**src/rtl/mc_cpu_pkg.sv**
```systemverilog
// mc_cpu_pkg
// Shared definitions for the multicycle CPU (datapath and controller):
// ALU operation codes, mux select encodings, the instruction field layout
// and the register-file geometry.
package mc_cpu_pkg;

    localparam int NREGS = 8;
    localparam int RAW   = $clog2(NREGS);

    // Instruction field bit positions
    localparam int COND_HI = 31, COND_LO = 28;
    localparam int OP_HI   = 27, OP_LO   = 26;
    localparam int FUNC_HI = 25, FUNC_LO = 21;
    localparam int RD_HI   = 20, RD_LO   = 18;
    localparam int RN_HI   = 17, RN_LO   = 15;
    localparam int RM_HI   = 14, RM_LO   = 12;
    localparam int IMM_HI  = 11, IMM_LO  = 0;

    // Same layout as above, as a packed view of the low 32 bits of IR.
    typedef struct packed {
        logic [3:0]     cond;
        logic [1:0]     op;
        logic [4:0]     func;
        logic [RAW-1:0] rd;
        logic [RAW-1:0] rn;
        logic [RAW-1:0] rm;
        logic [11:0]    imm12;
    } instr_t;

    typedef enum logic [3:0] {
        ALU_ADD   = 4'd0,
        ALU_SUB   = 4'd1,
        ALU_AND   = 4'd2,
        ALU_OR    = 4'd3,
        ALU_XOR   = 4'd4,
        ALU_SHL   = 4'd5,
        ALU_SHR   = 4'd6,
        ALU_SRA   = 4'd7,
        ALU_SLT   = 4'd8,
        ALU_SLTU  = 4'd9,
        ALU_PASSB = 4'd10
    } alu_ctl_e;

    typedef enum logic [1:0] {
        SRCB_REG  = 2'b00,
        SRCB_IMM  = 2'b01,
        SRCB_FOUR = 2'b10,
        SRCB_ZERO = 2'b11
    } alusrcb_e;

    typedef enum logic [1:0] {
        RES_ALUOUT = 2'b00,
        RES_DATA   = 2'b01,
        RES_ALU    = 2'b10,
        RES_ZERO   = 2'b11
    } ressrc_e;

    typedef enum logic [1:0] {
        IMM_ZX   = 2'b00,
        IMM_SX   = 2'b01,
        IMM_SX4  = 2'b10,
        IMM_ZERO = 2'b11
    } immsrc_e;

endpackage

```
**src/rtl/mc_regfile.sv**
```systemverilog
// mc_regfile
// NREGS x XLEN register file: two combinational read ports, one write port
// on the rising edge, synchronous clear on reset. A read of the register
// being written in the same cycle returns the old contents.
// Ports:
//   clk, reset      clock, synchronous active-high clear
//   we, wa, wd      write enable / address / data
//   ra1, ra2        read addresses
//   rd1, rd2        read data
module mc_regfile
    import mc_cpu_pkg::*;
#(
    parameter int XLEN = 32
) (
    input  logic            clk,
    input  logic            reset,
    input  logic            we,
    input  logic [RAW-1:0]  wa,
    input  logic [XLEN-1:0] wd,
    input  logic [RAW-1:0]  ra1,
    input  logic [RAW-1:0]  ra2,
    output logic [XLEN-1:0] rd1,
    output logic [XLEN-1:0] rd2
);

    logic [XLEN-1:0] regs [NREGS];

    assign rd1 = regs[ra1];
    assign rd2 = regs[ra2];

    always_ff @(posedge clk) begin
        if (reset) begin
            for (int i = 0; i < NREGS; i++) regs[i] <= '0;
        end else if (we) begin
            regs[wa] <= wd;
        end
    end

endmodule

```
**src/rtl/multicycle_datapath.sv**
```systemverilog
// multicycle_datapath
// Datapath half of the multicycle CPU: PC, IR, register file, ALU and the
// A/B/ALUOut/Data latches. Executes the control word presented each cycle
// and hands the decoded instruction fields back to the controller.
// Ports:
//   clk, reset                      clock, synchronous active-high reset
//   ADRSrc..ALUControl              control word from the controller
//   cond, op, func, Rd              decoded IR fields
//   mem_addr/mem_wdata/mem_we       unified memory request
//   mem_rdata                       combinational memory read data
//   pc                              current PC (debug)
module multicycle_datapath
    import mc_cpu_pkg::*;
#(
    parameter int              XLEN     = 32,
    parameter logic [XLEN-1:0] RESET_PC = '0
) (
    input  logic            clk,
    input  logic            reset,
    input  logic            ADRSrc,
    input  logic            PCWrite,
    input  logic            MemWrite,
    input  logic            IRWrite,
    input  logic            RegWrite,
    input  logic            ALUSrcA,
    input  logic [1:0]      ImmSrc,
    input  logic [1:0]      ALUSrcB,
    input  logic [1:0]      ResultSrc,
    input  logic [1:0]      RegSrc,
    input  logic [3:0]      ALUControl,
    output logic [3:0]      cond,
    output logic [1:0]      op,
    output logic [4:0]      func,
    output logic [2:0]      Rd,
    output logic [XLEN-1:0] mem_addr,
    output logic [XLEN-1:0] mem_wdata,
    output logic            mem_we,
    input  logic [XLEN-1:0] mem_rdata,
    output logic [XLEN-1:0] pc
);

    logic [XLEN-1:0] pc_q, ir_q, a_q, b_q, aluout_q, data_q;
    logic [XLEN-1:0] rd1, rd2, ext_imm, srca, srcb, alu_res, result;
    logic [RAW-1:0]  ra1, ra2;
    logic [4:0]      shamt;
    instr_t          ins;

    assign ins  = instr_t'(ir_q[31:0]);
    assign cond = ins.cond;
    assign op   = ins.op;
    assign func = ins.func;
    assign Rd   = ins.rd;
    assign pc   = pc_q;

    // Register file: RegSrc lets either port read the Rd field (stores read
    // the data register through port 2).
    assign ra1 = RegSrc[0] ? ins.rd : ins.rn;
    assign ra2 = RegSrc[1] ? ins.rd : ins.rm;

    mc_regfile #(.XLEN(XLEN)) u_rf (
        .clk   (clk),
        .reset (reset),
        .we    (RegWrite),
        .wa    (ins.rd),
        .wd    (result),
        .ra1   (ra1),
        .ra2   (ra2),
        .rd1   (rd1),
        .rd2   (rd2)
    );

    // Immediate extension
    always_comb begin
        ext_imm = '0;
        case (ImmSrc)
            IMM_ZX:  ext_imm = {{(XLEN-12){1'b0}}, ins.imm12};
            IMM_SX:  ext_imm = {{(XLEN-12){ins.imm12[11]}}, ins.imm12};
            IMM_SX4: ext_imm = {{(XLEN-14){ins.imm12[11]}}, ins.imm12, 2'b00};
            default: ext_imm = '0;
        endcase
    end

    // ALU operands
    assign srca = ALUSrcA ? pc_q : a_q;

    always_comb begin
        srcb = '0;
        case (ALUSrcB)
            SRCB_REG:  srcb = b_q;
            SRCB_IMM:  srcb = ext_imm;
            SRCB_FOUR: srcb = XLEN'(4);
            default:   srcb = '0;
        endcase
    end

    assign shamt = srcb[4:0];

    // ALU; unassigned codes yield 0 so unused encodings never leak X.
    always_comb begin
        alu_res = '0;
        case (ALUControl)
            ALU_ADD:   alu_res = srca + srcb;
            ALU_SUB:   alu_res = srca - srcb;
            ALU_AND:   alu_res = srca & srcb;
            ALU_OR:    alu_res = srca | srcb;
            ALU_XOR:   alu_res = srca ^ srcb;
            ALU_SHL:   alu_res = srca << shamt;
            ALU_SHR:   alu_res = srca >> shamt;
            ALU_SRA:   alu_res = $signed(srca) >>> shamt;
            ALU_SLT:   alu_res = {{(XLEN-1){1'b0}}, $signed(srca) < $signed(srcb)};
            ALU_SLTU:  alu_res = {{(XLEN-1){1'b0}}, srca < srcb};
            ALU_PASSB: alu_res = srcb;
            default:   alu_res = '0;
        endcase
    end

    // Result bus feeds PC, register write, and (via ADRSrc) the memory address.
    always_comb begin
        result = '0;
        case (ResultSrc)
            RES_ALUOUT: result = aluout_q;
            RES_DATA:   result = data_q;
            RES_ALU:    result = alu_res;
            default:    result = '0;
        endcase
    end

    assign mem_addr  = ADRSrc ? result : pc_q;
    assign mem_wdata = b_q;
    assign mem_we    = MemWrite & ~reset;

    // All right-hand sides are pre-edge values, so a fetch that loads both
    // PC and IR captures the word at the old PC.
    always_ff @(posedge clk) begin
        if (reset) begin
            pc_q     <= RESET_PC;
            ir_q     <= '0;
            a_q      <= '0;
            b_q      <= '0;
            aluout_q <= '0;
            data_q   <= '0;
        end else begin
            if (PCWrite) pc_q <= result;
            if (IRWrite) ir_q <= mem_rdata;
            a_q      <= rd1;
            b_q      <= rd2;
            aluout_q <= alu_res;
            data_q   <= mem_rdata;
        end
    end

endmodule

```
**config.mk**
```make
export PLATFORM = sky130hd
export DESIGN_NAME = multicycle_datapath
export DESIGN_NICKNAME = d
export VERILOG_FILES = /design/src/rtl/mc_cpu_pkg.sv /design/src/rtl/mc_regfile.sv /design/src/rtl/multicycle_datapath.sv
export SDC_FILE = /design/constraint.sdc
export NUM_CORES = 2
export LEC_CHECK = 0
export CAP_MARGIN = 20
export CORE_UTILIZATION = 55
export CTS_BUF_LIST = sky130_fd_sc_hd__clkbuf_8 sky130_fd_sc_hd__clkbuf_16
export DETAILED_ROUTE_END_ITERATION = 7
export HOLD_SLACK_MARGIN = 0.05
export PLACE_DENSITY = 0.86
export SYNTH_ARGS = -nofsm -noshare
export SYNTH_HDL_FRONTEND = slang
export SYNTH_HIERARCHICAL = 1
export SYNTH_SLANG_ARGS = --single-unit
export TNS_END_PERCENT = 1
```
**constraint.sdc**
```tcl
create_clock -name clk -period 6.4 [get_ports clk]
set_input_delay 0.64 -clock clk [delete_from_list [all_inputs] [get_ports clk]]
set_output_delay 0.64 -clock clk [all_outputs]
set_load 0.005 [all_outputs]
```
Word-level counts from Yosys, hierarchy flattened. Memory sizes are Yosys's and may differ from the RTL's. A register that Yosys moved wholly into a read port is not among the register bits. Index checks and enable logic that the tools add are counted.

Register bits: 128. Bits in latches: 0. Bits in writable memories: 256. ROM bits: 0. Input bits: 52. Output and inout port bits: 111. Logic and storage cells: 54. Memories: 1.

$add $sub $neg: 2. Multiply operators: 0. Div/mod/pow operators: 0. Magnitude comparators: 2. Equal/unequal tests: 16. Shift-type cells: 3. Mux-type cells: 16. Bitwise operators: 5. Reductions and logical operators: 5.

Memories: u_rf.regs (depth 8, width 32, read ports 2, clocked after Yosys merged registers in 2, wr ports 8, line mc_regfile.sv:26) `logic [XLEN-1:0] regs [NREGS];`.

Operators with widths (number): 32-bit one-hot mux with 11 select lines (1); 32-bit one-hot mux with 3 select lines (3); 32-bit two-way mux (3); 32-bit less-than comparator (2); 32-bit adder (1); 32-bit AND (1); 32-bit OR (1); 32-bit OR reduction (1); 32-bit by 5-bit left shift with 32-bit output (1); 32-bit by 5-bit >> shifter with 32-bit output (1); 32-bit by 5-bit >>> shifter with 32-bit output (1); 32-bit subtractor (1); 32-bit bitwise XOR (1); 4-bit by 3-bit equality test with 1-bit output, second input constant (4); 4-bit equality test, second input constant (3); 3-bit two-way mux (3); 4-bit by 2-bit equality test with 1-bit output, second input constant (2); 2-bit by 1-bit equality test with 1-bit output, second input constant (3); 2-bit equality test, second input constant (3); 2-bit logical NOT (3); 1-bit two-way mux (6); 4-bit by 1-bit equality test with 1-bit output, second input constant (1); 4-bit logical NOT (1); 1-bit AND (1); 1-bit NOT (1).

Longest topological paths before layout.
Word-level depth: 7. Gate-level depth with buffers: 22. Mapped depth without buffers: 18.

Modules after synthesis. Netlist, hierarchy kept.

By module, submodules not included: multicycle_datapath (instances 1, cells an instance 2404, area an instance 17426.7 um2, seq. area each 3843.7 um2); mc_regfile (instances 1, cells an instance 843, area an instance 13639.3 um2, seq. area each 7687.4 um2).

Worst setup path after synthesis. No wires, ideal clock.

Path kind: in2out. Start point: input port ALUSrcB[0]. End point: output port mem_addr[31]. Arrival: 4621 ps. Data required time: 5760 ps. Setup slack: 1139 ps. Cell stages on the path: 19. Path buffers: 5. Cell sequence: buf_2 buf_2 clkbuf_1 clkbuf_1 nor2_1 a211oi_1 inv_1 ha_1 buf_2 nand4_1 nor3_1 o21ai_1 a211oi_1 a21o_1 a21oi_1 or4_1 and3_1 a311o_1 a31oi_1.

Cells in the longest elaborated chain, start to end: 6. Elaborated cells between the ends (all ways): 15. Classes of those cells: 2 x add/sub; 2 x eq/ne; 3 x shift; 4 x mux; 3 x bitwise; 1 x reduce/logical.

Ends and longest elaborated chain: start, declared (line multicycle_datapath.sv:27) `input logic [1:0] ALUSrcB,`; 2-bit equality test, or another cell as far along (line multicycle_datapath.sv:88) `case (ALUSrcB)`; 32-bit one-hot mux with 3 select lines (*) (line multicycle_datapath.sv:88); 32-bit subtractor, or another cell as far along (line multicycle_datapath.sv:103) `ALU_SUB: alu_res = srca - srcb;`; 32-bit one-hot mux with 11 select lines (*) (line multicycle_datapath.sv:101) `case (ALUControl)`; 32-bit one-hot mux with 3 select lines (*) (line multicycle_datapath.sv:120) `case (ResultSrc)`; 32-bit two-way mux (*) (line multicycle_datapath.sv:128) `assign mem_addr = ADRSrc ? result : pc_q;`; end, declared (line multicycle_datapath.sv:35) `output logic [XLEN-1:0] mem_addr,`.

Every way passes the cells marked *; elsewhere a longest branch is shown, timed or not.

Worst setup path after layout.
Start point: input port ImmSrc[1]. End point: output port mem_addr[17].

Cells in the longest elaborated chain, start to end: 7. Elaborated cells between the ends (all ways): 16. Classes of those cells: 2 x add/sub; 2 x eq/ne; 3 x shift; 5 x mux; 3 x bitwise; 1 x reduce/logical.

Ends and longest elaborated chain: start, declared (line multicycle_datapath.sv:26) `input logic [1:0] ImmSrc,`; 2-bit equality test, or another cell as far along (line multicycle_datapath.sv:75) `case (ImmSrc)`; 32-bit one-hot mux with 3 select lines (*) (line multicycle_datapath.sv:75); 32-bit one-hot mux with 3 select lines (*) (line multicycle_datapath.sv:88); 32-bit subtractor, or another cell as far along (line multicycle_datapath.sv:103); 32-bit one-hot mux with 11 select lines (*) (line multicycle_datapath.sv:101); 32-bit one-hot mux with 3 select lines (*) (line multicycle_datapath.sv:120); 32-bit two-way mux (*) (line multicycle_datapath.sv:128).

Marks and branches as above.

==> impl_metrics.yaml <==
cells_and_area:
  fin_nets: 3732
  finalNonFillerCells: 4362
  final_cell_area_sq_um: 37020
  area_delta_synth_final_pct: 19.17
  final_util_pct: 66.81
  fillers: 4093
  drive_above_1_share_pct: 19.27
power:
  p_per_area_nw_per_um2: 235.4
  total_power_mw: 8.713
  p_leak_nw: 14.37
  peakVddDrop_mv: 0.2553
routing:
  viasPerCell: 7.296
  drtAntennaViolNets: 0
  drtIter0Drc: 5112
  vias: 31825
  drtPass1Iterations: 8
  post_drt_wl_per_cell_microns: 31.64
  drc: 18
  wl_microns: 138000
yosys:
  async_reset_ff_share_pct: 0
  synth.distinct_cells: 99
  synth_ff_type: "edfxtp_1"
  ys_warn_count: 6
  seq_area_frac_synth_pct: 37.12
  synth_cells: 3247
  synth-edff-count: 256
  synth_area_per_cell_sq_um: 9.568
  ys_ff_latch: 448
  synth_nets: 3402
  synth_area_sq_um: 31070
flow_run:
  drv_cap: 0
critical_path:
  crit_required_ps: 5760
  timing.rr.start: "pc[0]"
  startpoint: "ImmSrc[1]"
  r2r_cells: 22
  crit_path_end: "mem_addr[17]"
  worstSetupPathType: "input port to output port"
  endpoint_kind: "output port"
  worstPathArrival_ps: 5870
  r2r-end: "u_rf/regs[0][30]"
  reg2reg_setup_slack_ps: 1020
  cp-start-kind: "input port"
  cp_max_fo: 11
place:
  place.gp.congestion: 1.110
  io_buffer_count: 162
  dpl-instance-area_sq_um: 35480
  dp_cells: 4279
  dp_hpwl_microns: 95890
clock_tree:
  root_buffer: "clkbuf_16"
  clk_pin_slew_ps: 70
  numCtsBuffers: 43
  ctsHoldBuffers: 0
  clockBufferDepth: 3
  htreeDepth: 2
  clkSinkCount: 448
  clkLatencyLatePin_ps: 590
  cts_tree: "built"
timing:
  maxSlewViolCount: 0
  max_slew_margin_pct: 18.72
  clock_skew_ps: 26.79
  finalCriticalPeriod_ps: 6512
  finalHoldViolations: 0
  rsz0062_at_grt: "yes"
  fmax_ghz: 0.1536
  fin_crit_sh_pct: 101.8
  setup_violations: 7
  tightest_slew_ps: 1219
  setup_ws_ps: -112.0
die:
  rows: 86
  start_util_pct: 56.06
  core_area_sq_um: 55420
  fp.dieH_microns: 239.7
  die-area_sq_um: 57440
  die_x_microns: 239.7
  pin_count: 163
global_routing:
  grt_pass1_vias: 29954
  top_usage_layer: "met2"
  grt_max_degree: 109
  grt_use_met1_pct: 57.34
  met3_usage_pct: 12.29
  grt_overflow: 0
  antenna_found_initial: 8
  met2_usage_pct: 72.98
  grt_pass1_wl_microns: 198500
  grt_usage_pct: 47.07
worst_hold_path:
  hold_class: "input port to flip-flop"
run_status:
  status: "finished, violations left"
  violations: "design-rule violations, negative setup slack"
layout make-up:
cell class | count | area [sq um] | share of cell area (%)
Antenna cell | 2 | 5.005 | 0.01352
Multi-Input combinational cell | 2342 | 17650 | 47.68
Tap cell | 748 | 935.9 | 2.528
Inverter | 162 | 608.1 | 1.642
Sequential cell | 448 | 11530 | 31.15
Clock inverter | 26 | 200.2 | 0.5407
Clock buffer | 54 | 1261 | 3.407
Timing Repair Buffer | 580 | 4827 | 13.04
stage by stage:
| step | hold slack [ps] | setup TNS, ps | setup slack [ps] |
|---|---|---|---|
| after floorplan | 456.1 | 0 | 1139 |
| after global placement | 468.1 | -264.0 | -197.0 |
| after detailed placement | 482.5 | -52.40 | -31.48 |
| after CTS | 464.1 | 0 | 3.280 |
| after global routing | 481.6 | -1206 | -180.7 |
| final | 457.5 | -357.3 | -112.0 |
worst max-delay path, cell delays in order:
cell	delay [ps]
clkdlybuf4s50_1	400
buf_4	180
inv_1	90
buf_4	160
a2bb2oi_1	70
a211oi_1	340
inv_1	120
ha_1	390
inv_1	100
a211oi_1	70
o311ai_0	850
buf_4	250
o2111ai_1	280
and2_1	300
a221oi_1	320
a21oi_1	80
nor4b_1	320
buf_4	210
a21o_1	140
a21oi_1	70
clkdlybuf4s50_1	490
layout by cell type (no fill, tap or decap), types with 12 or more instances in the layout:
| cell type | n |
|---|---|
| mux4_1 | 80 |
| a21o_1 | 32 |
| a211oi_1 | 63 |
| buf_4 | 411 |
| clkbuf_16 | 46 |
| o21bai_1 | 14 |
| a22oi_1 | 27 |
| clkdlybuf4s50_1 | 157 |
| nand2_1 | 134 |
| and2_1 | 13 |
| a221oi_1 | 17 |
| nand2b_1 | 19 |
| nor2_1 | 240 |
| nor3_1 | 287 |
| edfxtp_1 | 256 |
| inv_1 | 132 |
| o21a_1 | 21 |
| nand4_1 | 15 |
| mux2_2 | 77 |
| a21oi_1 | 231 |
| mux4_2 | 56 |
| clkinv_1 | 39 |
| o32ai_1 | 15 |
| a31oi_1 | 23 |
| o21ai_0 | 144 |
| o22ai_1 | 15 |
| ha_1 | 101 |
| a221o_1 | 12 |
| mux2i_1 | 68 |
| o31ai_1 | 16 |
| nor2b_1 | 114 |
| nand3_1 | 173 |
| o211ai_1 | 74 |
| dfxtp_1 | 192 |
| nor4_1 | 13 |
| o221ai_1 | 29 |
how the worst min path moves through the flow:
| stage | slack (ps) | cells after the start | start | to |
|---|---|---|---|---|
| floorplan | 460 | 2 | ins[12] | ins[12] |
| CTS | 460 | 2 | reset | ins[20] |
| global route | 480 | 2 | reset | ins[12] |
| global placement | 470 | 2 | ins[16] | ins[16] |
| finish | 460 | 2 | reset | mem_wdata[15] |
| detailed placement | 480 | 2 | ins[14] | ins[14] |
kinds of logic after synthesis:
group | synth area share [%]
flip-flops | 37.12
multiplexers | 16.09
AO/OA/AOI/OAI | 18.42
AND/OR/NAND/NOR | 17.16
adder cells (fa/ha/maj) | 4.197
buffers and inverters | 6.674
XOR/XNOR | 0.3383
cells in the mapped netlist (67+ instances only):
cell type,count,share of area [%]
nor3_1,290,4.7
edfxtp_1,256,25
nor2_1,242,2.9
a21oi_1,231,3.7
dfxtp_1,192,12
nand3_1,173,2.8
clkbuf_1,145,1.8
o21ai_0,145,2.3
nand2_1,135,1.6
inv_1,123,1.5
nor2b_1,114,2.3
ha_1,101,4.1
mux4_1,80,6.8
mux2_2,79,2.9
o211ai_1,74,1.8
buf_2,69,1.1
mux2i_1,68,2.2
a211oi_1,67,1.6
per-layer routing:
layer	up-vias	part of all wire [%]
li1	13007	-
met1	15140	34
met2	2930	44
met3	740	13
met4	8	8.4
met5	-	0.033
power by group:
group | switching [mW] | leakage (nW) | total, mW | internal, mW
clock | 1.20 | 0.745 | 2.66 | 1.45
sequential | 0.144 | 4.23 | 3.35 | 3.21
combinational | 1.60 | 9.39 | 2.70 | 1.10
state kept, by name (all words and copies together) (netlist names):
register / flops
data_q: 32
mem_wdata: 32
pc: 32
aluout_q: 32
ins: 32
a_q: 32
u_rf/regs: 256
repair_timing:
action                                 in CTS  in global routing
gates resized for setup                     3                  7
gates cloned                                0                  0
buffers inserted                            0                  0
setup endpoints to repair                   2                 14
endpoints found under the hold margin       0                  0
Power figures use the tool's default switching activity.
